**config.mk**
```make
export PLATFORM = sky130hd
export DESIGN_NAME = traffic_timer_sensor
export DESIGN_NICKNAME = d
export VERILOG_FILES = /design/src/rtl/traffic_pkg.sv /design/src/rtl/car_debouncer.sv /design/src/rtl/traffic_timer_sensor.sv
export SDC_FILE = /design/constraint.sdc
export NUM_CORES = 1
export LEC_CHECK = 0
export ABC_AREA = 0
export BUFFER_PORTS_ARGS = -buffer_cell sky130_fd_sc_hd__buf_2
export CAP_MARGIN = 5
export CORE_UTILIZATION = 52
export CTS_CLUSTER_SIZE = 24
export DETAILED_ROUTE_END_ITERATION = 10
export PLACE_DENSITY = 0.78
export SYNTH_ARGS = -nofsm -noshare
export SYNTH_HDL_FRONTEND = slang
export SYNTH_HIERARCHICAL = 1
export SYNTH_SLANG_ARGS = --single-unit
```
**constraint.sdc**
```tcl
create_clock -name CLK -period 1.5 [get_ports CLK]
set_clock_uncertainty 0.1 [all_clocks]
set_input_delay 0.15 -clock CLK [delete_from_list [all_inputs] [get_ports CLK]]
set_output_delay 0.15 -clock CLK [all_outputs]
set_load 0.01 [all_outputs]
```
**src/rtl/traffic_pkg.sv**
```systemverilog
// Shared types and default timing constants for the traffic lamp monitor and its controller bench.
// Pure definitions; no logic.
package traffic_pkg;

  typedef enum logic [2:0] {
    S_GREEN    = 3'd0,
    S_YELLOW   = 3'd1,
    S_RED      = 3'd2,
    S_RED_DONE = 3'd3,
    S_FAULT    = 3'd4
  } mon_state_e;

  localparam int unsigned DEF_DEBOUNCE_CYCLES  = 4;
  localparam int unsigned DEF_MIN_GREEN_CYCLES = 8;
  localparam int unsigned DEF_RED_CYCLES       = 16;
  localparam int unsigned DEF_CNT_W            = 8;

  function automatic logic lamps_onehot(input logic grn, input logic ylw, input logic red);
    return (grn & ~ylw & ~red) | (~grn & ylw & ~red) | (~grn & ~ylw & red);
  endfunction

endpackage

```
**src/rtl/car_debouncer.sv**
```systemverilog
// Two-flop synchronizer plus consecutive-mismatch debounce on the raw loop sensor.
// Output is the debounced level as it will be after the coming edge, so a registered consumer sees it with no extra delay.
module car_debouncer #(
  parameter int unsigned DEBOUNCE_CYCLES = 4,
  parameter int unsigned CNT_W           = 8
) (
  input  logic clk_i,
  input  logic rst_ni,
  input  logic car_raw_i,
  output logic car_deb_o
);

  localparam logic [CNT_W-1:0] DEB_LAST = CNT_W'(DEBOUNCE_CYCLES - 1);

  logic             sync1_q, sync2_q;
  logic             deb_q, deb_d;
  logic [CNT_W-1:0] cnt_q, cnt_d;

  always_comb begin
    deb_d = deb_q;
    cnt_d = '0;
    if (sync2_q != deb_q) begin
      if (cnt_q == DEB_LAST) begin
        deb_d = ~deb_q;
      end else begin
        cnt_d = cnt_q + 1'b1;
      end
    end
  end

  always_ff @(posedge clk_i or negedge rst_ni) begin
    if (!rst_ni) begin
      sync1_q <= 1'b0;
      sync2_q <= 1'b0;
      deb_q   <= 1'b0;
      cnt_q   <= '0;
    end else begin
      sync1_q <= car_raw_i;
      sync2_q <= sync1_q;
      deb_q   <= deb_d;
      cnt_q   <= cnt_d;
    end
  end

  assign car_deb_o = deb_d;

endmodule

```
**src/rtl/traffic_timer_sensor.sv**
```systemverilog
// Lamp monitor that generates CAR (debounced, min-green gated) and a one-cycle red-expiry TIMEOUT.
// Outputs are registered one edge after the lamp/sensor sample; any non-one-hot lamp set latches FAULT until reset.
module traffic_timer_sensor
  import traffic_pkg::*;
#(
  parameter int unsigned DEBOUNCE_CYCLES  = DEF_DEBOUNCE_CYCLES,
  parameter int unsigned MIN_GREEN_CYCLES = DEF_MIN_GREEN_CYCLES,
  parameter int unsigned RED_CYCLES       = DEF_RED_CYCLES,
  parameter int unsigned CNT_W            = DEF_CNT_W
) (
  input  logic CLK,
  input  logic RESET_N,
  input  logic CAR_RAW,
  input  logic GRN,
  input  logic YLW,
  input  logic RED,
  output logic CAR,
  output logic TIMEOUT,
  output logic FAULT
);

  localparam logic [CNT_W-1:0] MIN_G   = CNT_W'(MIN_GREEN_CYCLES);
  localparam logic [CNT_W-1:0] RED_LIM = CNT_W'(RED_CYCLES);
  localparam logic [CNT_W-1:0] ONE     = CNT_W'(1);

  mon_state_e       state_q, state_d;
  logic [CNT_W-1:0] green_cnt_q, green_cnt_d;
  logic [CNT_W-1:0] red_cnt_q, red_cnt_d;
  logic             car_q, car_d;
  logic             timeout_q, timeout_d;
  logic             fault_q, fault_d;
  logic             car_deb;

  car_debouncer #(
    .DEBOUNCE_CYCLES(DEBOUNCE_CYCLES),
    .CNT_W          (CNT_W)
  ) u_debouncer (
    .clk_i    (CLK),
    .rst_ni   (RESET_N),
    .car_raw_i(CAR_RAW),
    .car_deb_o(car_deb)
  );

  always_comb begin
    state_d     = state_q;
    green_cnt_d = green_cnt_q;
    red_cnt_d   = red_cnt_q;
    timeout_d   = 1'b0;
    if (state_q != S_FAULT) begin
      if (!lamps_onehot(GRN, YLW, RED)) begin
        state_d = S_FAULT;
      end else if (GRN) begin
        state_d   = S_GREEN;
        red_cnt_d = '0;
        if (state_q != S_GREEN) begin
          green_cnt_d = ONE;
        end else if (green_cnt_q < MIN_G) begin
          green_cnt_d = green_cnt_q + 1'b1;
        end
      end else if (YLW) begin
        state_d     = S_YELLOW;
        green_cnt_d = '0;
        red_cnt_d   = '0;
      end else begin
        green_cnt_d = '0;
        // S_RED_DONE keeps its count frozen so a long red never pulses twice
        if (state_q != S_RED_DONE) begin
          red_cnt_d = (state_q == S_RED) ? red_cnt_q + 1'b1 : ONE;
          if (red_cnt_d == RED_LIM) begin
            state_d   = S_RED_DONE;
            timeout_d = 1'b1;
          end else begin
            state_d = S_RED;
          end
        end
      end
    end
    fault_d = (state_d == S_FAULT);
    car_d   = (state_d == S_GREEN) && (green_cnt_d >= MIN_G) && car_deb;
  end

  always_ff @(posedge CLK or negedge RESET_N) begin
    if (!RESET_N) begin
      state_q     <= S_GREEN;
      green_cnt_q <= '0;
      red_cnt_q   <= '0;
      car_q       <= 1'b0;
      timeout_q   <= 1'b0;
      fault_q     <= 1'b0;
    end else begin
      state_q     <= state_d;
      green_cnt_q <= green_cnt_d;
      red_cnt_q   <= red_cnt_d;
      car_q       <= car_d;
      timeout_q   <= timeout_d;
      fault_q     <= fault_d;
    end
  end

  assign CAR     = car_q;
  assign TIMEOUT = timeout_q;
  assign FAULT   = fault_q;

endmodule

```
* Yosys cells after proc, flatten, opt, wreduce, memory -nomap -nowiden *
Index checks and enable logic that the tools add are counted.
Widths: inputs -> output; s select.

operators by class
  reductions and logical operators = 6
  mux-type cells = 25
  equality and inequality tests = 7
  bitwise logic cells = 12
  $lt $le $gt $ge = 2
  add/sub/neg operators = 3

operator list
  cell                 number
  $mux 8               11
  $add 8x1->8 const B  3
  $mux 3               5
  $mux 1               9
  $eq 8x2->1 const B   1
  $eq 8x5->1 const B   1
  $ge 8x4->1 const B   1
  $lt 8x4->1 const B   1
  $and 1x1->1          6
  $reduce_bool 3->1    2
  $not 1->1            4
  $eq 3x2->1 const B   1
  $eq 3x3->1 const B   1
  $logic_not 3->1      1
  $ne 3x2->1 const B   1
  $ne 3x3->1 const B   1
  $reduce_and 3->1     1
  $logic_and 1x1->1    2
  $or 1x1->1           2
  $ne 1x1->1           1

storage, ports and cells
  output and inout port bits = 3
  logic and storage cells = 65
  register bits after elaboration = 33

* Depth between registers and ports, before layout *
Gate-level depths: netlist of run 1.

  word-level depth = 12
  mapped depth = 6
  depth with buffers taken out = 6

* Cells and area by module *
Netlist of run 1, hierarchy kept.

by module, submodules not included
  module                sequential area each (um^2)  times used  cells each  area each (um^2)
  traffic_timer_sensor  550.5                        1           125         1221.2
  car_debouncer         275.3                        1           44          493.0

* Least setup slack after synthesis of run 1 *
OpenSTA, ideal clock, no wires.

  path type = register -> register
  from = register state_q[0]
  to = register state_q[0]
  cell stages (with the launch flop) = 6
  clock period less this slack = 1607 ps
  slack = -107 ps
  library setup time = 92 ps
  arrival = 1415 ps
  buffers on the path = 1
  path through = dfrtp_1 -> or3b_1 -> clkbuf_1 -> nor4b_2 -> o21ai_1 -> o31ai_2

between the ends
  longest elaborated chain between the ends = 9
  elaborated cells between the ends (all ways) = 11

ends and longest elaborated chain
  what                      line                        RTL
  start: declaration        traffic_timer_sensor.sv:26  mon_state_e state_q, state_d;
  start signal: assignment  traffic_timer_sensor.sv:91  state_q <= state_d;
  $eq 3x2->1                traffic_timer_sensor.sv:68  red_cnt_d = (state_q == S_RED) ? red_cnt_q + 1'b1 : ONE;
  $mux 8                    traffic_timer_sensor.sv:68
  $eq 8x5->1                traffic_timer_sensor.sv:69  if (red_cnt_d == RED_LIM) begin
  $mux 1                    traffic_timer_sensor.sv:69
  $mux 3                    traffic_timer_sensor.sv:67  if (state_q != S_RED_DONE) begin
  $mux 3                    traffic_timer_sensor.sv:60  end else if (YLW) begin
  $mux 3                    traffic_timer_sensor.sv:52  end else if (GRN) begin
  $mux 3                    traffic_timer_sensor.sv:50  if (!lamps_onehot(GRN, YLW, RED)) begin
  $mux 3 (*)                traffic_timer_sensor.sv:49  if (state_q != S_FAULT) begin
  via state_d[0]            traffic_timer_sensor.sv:26

Mark *: on every way through the listed nets, which the timed path passes. The rest lies on a longest branch.
A chain may end at the register's enable or synchronous reset.

* Worst setup path in the final report of run 1 *
Same ends and word-level chain as after synthesis.

==> metrics.md, run 1 <==
| Metric | Value |
|---|---|
| Status | complete, but fails checks |
| Failing checks | setup timing |
| CTS Buf Count | 5 |
| Power share of the clock group | 25.2% |
| GRT Overall Usage | 25.5% |
| Min cycle time layout | 1610 ps |
| Clock sink total | 33 |
| Fraction of layout cells with a size suffix above 1 | 36.1% |
| Die extent in y | 59.4 µm |
| Placed insts | 244 |
| Vias | 1454 |
| Die W | 59.4 µm |
| Number of hold violations in the final report | 0 |
| EDFF count, synth | 0 |
| Max-Cap Viols | 0 |
| Synthesized area per cell | 10.1 µm² |
| Die area | 3530 µm² |
| Row cnt | 20 |
| CTS Root Cell | clkbuf_4 |
| Sw frac | 30.8% |
| Crit-path slowest cell | or3b_4 |
| Final Cycle Share | 107% |
| WP data required | 1660 ps |
| Vias per std cell | 5.59 |
| Worst Path Arrival | 1760 ps |
| Reg power frac | 53.7% |
| Max IR drop VDD | 0.395 mV |
| H-Tree Depth | 2 |
| Hold Crit Class | input port to asynchronous set/reset pin |
| Ys Warns | 6 |
| Worst Reg2Reg Path Length in Cells | 4 |
| Setup ws final | -106 ps |
| Leakage | 0.983 nW |
| Crit end category | register |
| Worst-path clk slew | 110 ps |
| First-iteration detailed-routing DRC count | 72 |
| Layout fillers | 226 |
| GPL Wtd Cong | 0.811 |
| Seq/Total Area, Yosys | 48.2% |
| Worst Setup EP | state_q[0]$_DFF_PN0_ |
| Critical Path, Cell by Cell | or3b_4 > nor4b_4 > o21ai_2 > o31ai_2 |
| Cell Area, Synth | 1710 µm² |
| Post-synthesis instance total | 169 |
| Total Power | 1.92 mW |
| CTS tree | done |
| Nets | 225 |
| Setup TNS | -401 ps |
| Initial DRT Pass Iterations | 4 |
| Setup Crit Path Kind | register to register |
| Port buffer count | 8 |
| Max incr delay on CP | 460 ps |
| Post-synth net total | 179 |
| Initial antenna violation count | 0 |
| Diode count | 0 |
| Worst rel slew slack | 69.8% |
| WL per Instance | 14.8 µm |
| Final setup vio count | 13 |
| Combinational power share | 21.2% |
| Net Sw Power | 0.592 mW |
| Fmax | 622 MHz |
| Clock Latency Late Sink | 340 ps |
| HPWL Detailed | 2.68 mm |
| Worst Setup SP | state_q[0]$_DFF_PN0_ |
| Clock buffer depth | 2 |
| Setup crit start kind | register |
| Post-route ant nets | 0 |
| CP Max Fanout | 5 |
| Total grt overflow | 0 |
| Synthesized flop and latch total | 33 |
| Starting density of the core | 55.7% |
| Max Slew Vio Count | 0 |
| Int Pwr | 1.33 mW |
| Worst-Margin Slew | 452 ps |
| DRC | 0 |
| Largest net degree at the start of global routing | 29 |
| Detailed Route WL | 3.84 mm |
| Flop2flop setup slack | -110 ps |
| Global-route wire length before repair | 6.53 mm |
| Register area | 826 µm² |
| Multi-input gate area | 917 µm² |
| Reg-to-Reg Start | state_q[0]$_DFF_PN0_ |
| R2r endpoint | state_q[0]$_DFF_PN0_ |
| Vias in the first global route | 1535 |
| Fin util | 71.3% |
| Core area | 3080 µm² |
| Top Ports | 9 |
| Ys async rst share | 100% |
| Distinct cells, synth | 48 |
| Cell Count, Final, Fillers Out | 260 |
| Synthesis-to-layout area growth | 28.0% |
| RSZ-0062 raised after global routing | yes |
| Most used DFF post-synth | dfrtp_1 |
| Place WS | -115 ps |
| Power per cell area | 876 nW/µm² |
through the flow:
step | hold slack, ps | area, µm²
global route | 47.7 | 2190
finish | 42.0 | 2190
CTS | 29.3 | 2160
floorplan | -246 | 1730
detailed placement | -126 | 2010
global placement | -131 | 2010
cells in the final DEF (no fill, tap or decap), types with 2 or more instances in the layout:
cell / count
buf_4: 35
dfrtp_1: 33
nor2_1: 14
nand3_1: 9
buf_2: 8
o21ai_0: 7
nand2_1: 7
xnor2_1: 5
and2_1: 5
inv_1: 5
a21oi_1: 5
nor3_1: 5
clkbuf_4: 5
a211oi_1: 4
nor2b_1: 4
o21ai_1: 4
o31ai_2: 3
xor2_1: 3
a22o_1: 3
or3_1: 3
nor4b_4: 2
nor3_2: 2
mux2i_1: 2
ha_2: 2
ha_1: 2
clkinv_2: 2
dlygate4sd3_1: 2
worst min path at each step:
stage,to,slack [ps],depth (start not counted)
after floorplan,CAR$_DFF_PN0_,-250,0
after global placement,green_cnt_q[6]$_DFF_PN0_,-130,1
after detailed placement,green_cnt_q[6]$_DFF_PN0_,-130,1
after CTS,green_cnt_q[4]$_DFF_PN0_,30,2
after global routing,green_cnt_q[7]$_DFF_PN0_,50,2
final,green_cnt_q[5]$_DFF_PN0_,40,2
power groups by stage:
stage | logic, mW | registers [mW] | clock network, mW
floorplan | 0.220 | 1.04 | 0
global placement | 0.363 | 1.03 | 0
detailed placement | 0.381 | 1.05 | 0
CTS | 0.401 | 1.03 | 0.497
global route | 0.458 | 1.04 | 0.540
finish | 0.407 | 1.03 | 0.484
routing by layer:
layer | vias to the layer above | share of wire, % | global-route usage [%]
met5 | - | 0 | 0
met4 | 0 | 1.2 | 12.6
met3 | 9 | 2.2 | 7.64
met2 | 19 | 55 | 45.3
met1 | 724 | 41 | 27.2
li1 | 702 | - | -
logic make-up (layout without fill, tap and decap cells):
logic type	count (synthesis)	after routing	share of synthesized area [%]
xor+xnor	8	8	4.09
fa+ha+maj	5	5	3.58
mux	3	3	1.82
compound gates	38	38	15.5
buf+inv	12	59	2.85
flops	33	33	48.2
simple gates	70	70	24.0
final cells by class:
class / instances / share of cell area (%)
clock inverters: 2 / 0.456
clock buffers: 6 / 1.88
repair buffers: 45 / 14.7
multi-input cells: 124 / 41.8
flip-flops and latches: 33 / 37.6
well taps: 44 / 2.51
inverters: 6 / 1.03
critical path: cells and delay by family (launching register included):
family             cells  cell delay (ps)
DFF                    1              420
AOI/OAI and AO/OA      2              300
and+or+nand+nor        2              700
synthesized netlist by cell type (2+ instances only):
library cell / instances / area share, %
dfrtp_1: 33 / 48
nor2_1: 15 / 3.3
nand3_1: 10 / 2.9
o21ai_0: 10 / 2.9
nand2_1: 7 / 1.5
inv_1: 6 / 1.3
nor3_1: 6 / 1.8
a21oi_1: 5 / 1.5
and2_1: 5 / 1.8
xnor2_1: 5 / 2.6
a211oi_1: 4 / 1.8
ha_1: 4 / 2.9
nor2b_1: 4 / 1.5
or3_1: 4 / 1.5
a22o_1: 3 / 1.5
buf_2: 3 / 0.88
clkbuf_1: 3 / 0.66
o31ai_1: 3 / 1.3
xor2_1: 3 / 1.5
and4_1: 2 / 1.0
mux2i_1: 2 / 1.2
nand2b_1: 2 / 0.73
nor4b_2: 2 / 1.8
o21ai_1: 2 / 0.58
or2_2: 2 / 0.73
or3b_1: 2 / 1.0
timing repair:
item,4_1_cts,5_1_grt
pin swaps,7,3
resized for setup,14,7
buffers inserted,5,1
endpoints found under the hold margin,34,0
endpoints found under the setup margin,14,21
hold buffers,2,0
flip-flops by register name, summed over array words and instances (netlist names):
register             flops
state_q                  3
u_debouncer/deb_q        1
red_cnt_q                8
u_debouncer/sync1_q      1
u_debouncer/sync2_q      1
CAR                      1
TIMEOUT                  1
u_debouncer/cnt_q        8
FAULT                    1
green_cnt_q              8
(Power assumes the default switching activity.)
==> run 2, diff against run 1 <==
PLACE_DENSITY = default   (was 0.78)
PLACE_DENSITY_LB_ADDON = 0.1   (was default)
==> run 2 against run 1 <==
Final cell count grew 1.9%. Setup slack lost 36 ps. Total power grew 7.5%. Design area grew 5.4%. Utilization grew 3.9 points. Critical path depth grew 2. Largest cell class unchanged. Sequential share of layout area shrank 1.7 points. First-iteration DRC count grew 13%. Fmax shrank 2.2%. Sequential power is essentially flat. Via count shrank 0.96%. The flow still finishes with violations (setup timing).
==> metrics.md, run 2 (synthesized netlist as in run 1, its figures left out) <==
| Metric | Value |
|---|---|
| Detailed Route WL | 3.80 mm |
| CP Max Fanout | 4 |
| Diode count | 0 |
| Fraction of layout cells with a size suffix above 1 | 41.6% |
| Die extent in y | 59.4 µm |
| Max incr delay on CP | 460 ps |
| Worst Path Arrival | 1770 ps |
| Die area | 3530 µm² |
| Critical Path, Cell by Cell | buf_4 > buf_4 > a21boi_2 > a21oi_2 > o31a_1 > o31ai_2 |
| HPWL Detailed | 2.66 mm |
| Vias | 1440 |
| Setup ws final | -142 ps |
| Crit end category | register |
| GRT Overall Usage | 24.0% |
| Port buffer count | 8 |
| CTS Root Cell | clkbuf_4 |
| Clock sink total | 33 |
| Layout fillers | 228 |
| Fmax | 609 MHz |
| Max Slew Vio Count | 0 |
| Commonest non-fill, non-tap cell in the layout | buf_4 |
| Largest net degree at the start of global routing | 28 |
| CTS tree | done |
| WP data required | 1630 ps |
| Most frequent cells in the layout | buf_4, dfrtp_1, nor2_1 |
| Worst-Margin Slew | 359 ps |
| Crit path buf inv count | 2 |
| Top flop regs | green_cnt_q (8), red_cnt_q (8), u_debouncer/cnt_q (8) |
| Status | complete, but fails checks |
| Max IR drop VDD | 0.478 mV |
| RSZ-0062 raised after global routing | yes |
| GPL Wtd Cong | 0.822 |
| Place WS | -145 ps |
| Initial antenna violation count | 0 |
| WL per Instance | 14.3 µm |
| Die W | 59.4 µm |
| Starting density of the core | 55.7% |
| Setup crit start kind | register |
| Fin util | 75.2% |
| Worst-path clk slew | 100 ps |
| Core area | 3080 µm² |
| Top Ports | 9 |
| Initial DRT Pass Iterations | 4 |
| Critical path's top delay family | compound AO/OA/AOI/OAI gates |
| Min cycle time layout | 1640 ps |
| Most frequent CP cell | buf_4 |
| Max-Cap Viols | 0 |
| Post-route ant nets | 0 |
| Nets | 230 |
| Power per cell area | 893 nW/µm² |
| Clock Latency Late Sink | 320 ps |
| Leakage | 1.03 nW |
| Worst rel slew slack | 76.1% |
| Final Cycle Share | 109% |
| Failing checks | setup timing |
| Global-route wire length before repair | 6.24 mm |
| Setup Crit Path Kind | register to register |
| Clock buffer depth | 2 |
| First-iteration detailed-routing DRC count | 81 |
| CTS Buf Count | 5 |
| Row cnt | 20 |
| DRC | 0 |
| Final setup vio count | 8 |
| Vias in the first global route | 1469 |
| H-Tree Depth | 2 |
| Number of hold violations in the final report | 0 |
| Vias per std cell | 5.43 |
| Hold Crit Class | input port to asynchronous set/reset pin |
| Synthesis-to-layout area growth | 35.0% |
| Total grt overflow | 0 |
| Crit-path slowest cell | dfrtp_2 |
==> run 2: cell types whose count changed in the layout (fill, tap and decap cells not counted), sizes merged <==
cell | before | now
clkbuf | 6 | 7
clkinv | 2 | 1
buf | 43 | 48
==> run 2: layout make-up <==
type / count / area, µm² / share of cell area [%]
clock inverters: 1 / 5.00 / 0.216
clock buffers: 7 / 65.1 / 2.81
inverters: 6 / 22.5 / 0.973
multi-input cells: 124 / 962 / 41.6
repair buffers: 50 / 373 / 16.1
flip-flops and latches: 33 / 831 / 35.9
well taps: 44 / 55.1 / 2.38
==> run 2: stage by stage <==
step	instance area [µm²]	hold WS, ps	setup TNS [ps]	total power, mW	cells
after global placement	2010	-103	-713	1.40	242
after global routing	2310	102	-1460	2.17	265
after detailed placement	2010	-100	-1310	1.43	242
final	2310	94.9	-674	2.07	265
after CTS	2200	92.0	-954	2.03	260
after floorplan	1730	-246	-198	1.26	169
==> run 2: power by group <==
group	internal (mW)	total (mW)	leakage (nW)	switching, mW
logic	0.238	0.474	0.555	0.236
clock network	0.272	0.559	0.0413	0.287
registers	0.961	1.03	0.432	0.0724
==> run 2: timing repair <==
| item | CTS | global route |
|---|---|---|
| pin swaps | 8 | 8 |
| endpoints found under the hold margin | 34 | 0 |
| setup endpoints to repair | 15 | 22 |
| hold buffers | 2 | 0 |
| gates resized for setup | 15 | 19 |
| setup buffers | 8 | 5 |
==> run 2: worst register-to-register path, cell delays in order (launching register included) <==
cell      delay [ps]
dfrtp_2          460
buf_4            140
buf_4            130
a21boi_2         140
a21oi_2           70
o31a_1           280
o31ai_2          230
==> run 2: path summary, 6_finish.rpt <==
path,to,slack (ps),start,cells past startpoint
worst max-delay path,state_q[0]$_DFF_PN0_,-140,red_cnt_q[1]$_DFFE_PN0P_,6
worst min-delay path,green_cnt_q[6]$_DFF_PN0_,90,RESET_N,2
worst max register to register,state_q[0]$_DFF_PN0_,-140,red_cnt_q[1]$_DFFE_PN0P_,6
worst min register to register,u_debouncer/sync2_q$_DFF_PN0_,270,u_debouncer/sync1_q$_DFF_PN0_,0
max in group asynchronous,red_cnt_q[1]$_DFFE_PN0P_,830,RESET_N,3
min in group CLK,state_q[0]$_DFF_PN0_,130,GRN,4
==> run 2: metal layers <==
metal  global-route usage, %  vias to the layer above  share of wire [%]
li1                        -                      712                  -
met1                    27.0                      696                 43
met2                    43.7                       26                 53
met3                    4.59                        6                2.8
met4                    10.2                        0                1.4
met5                       0                        -                  0
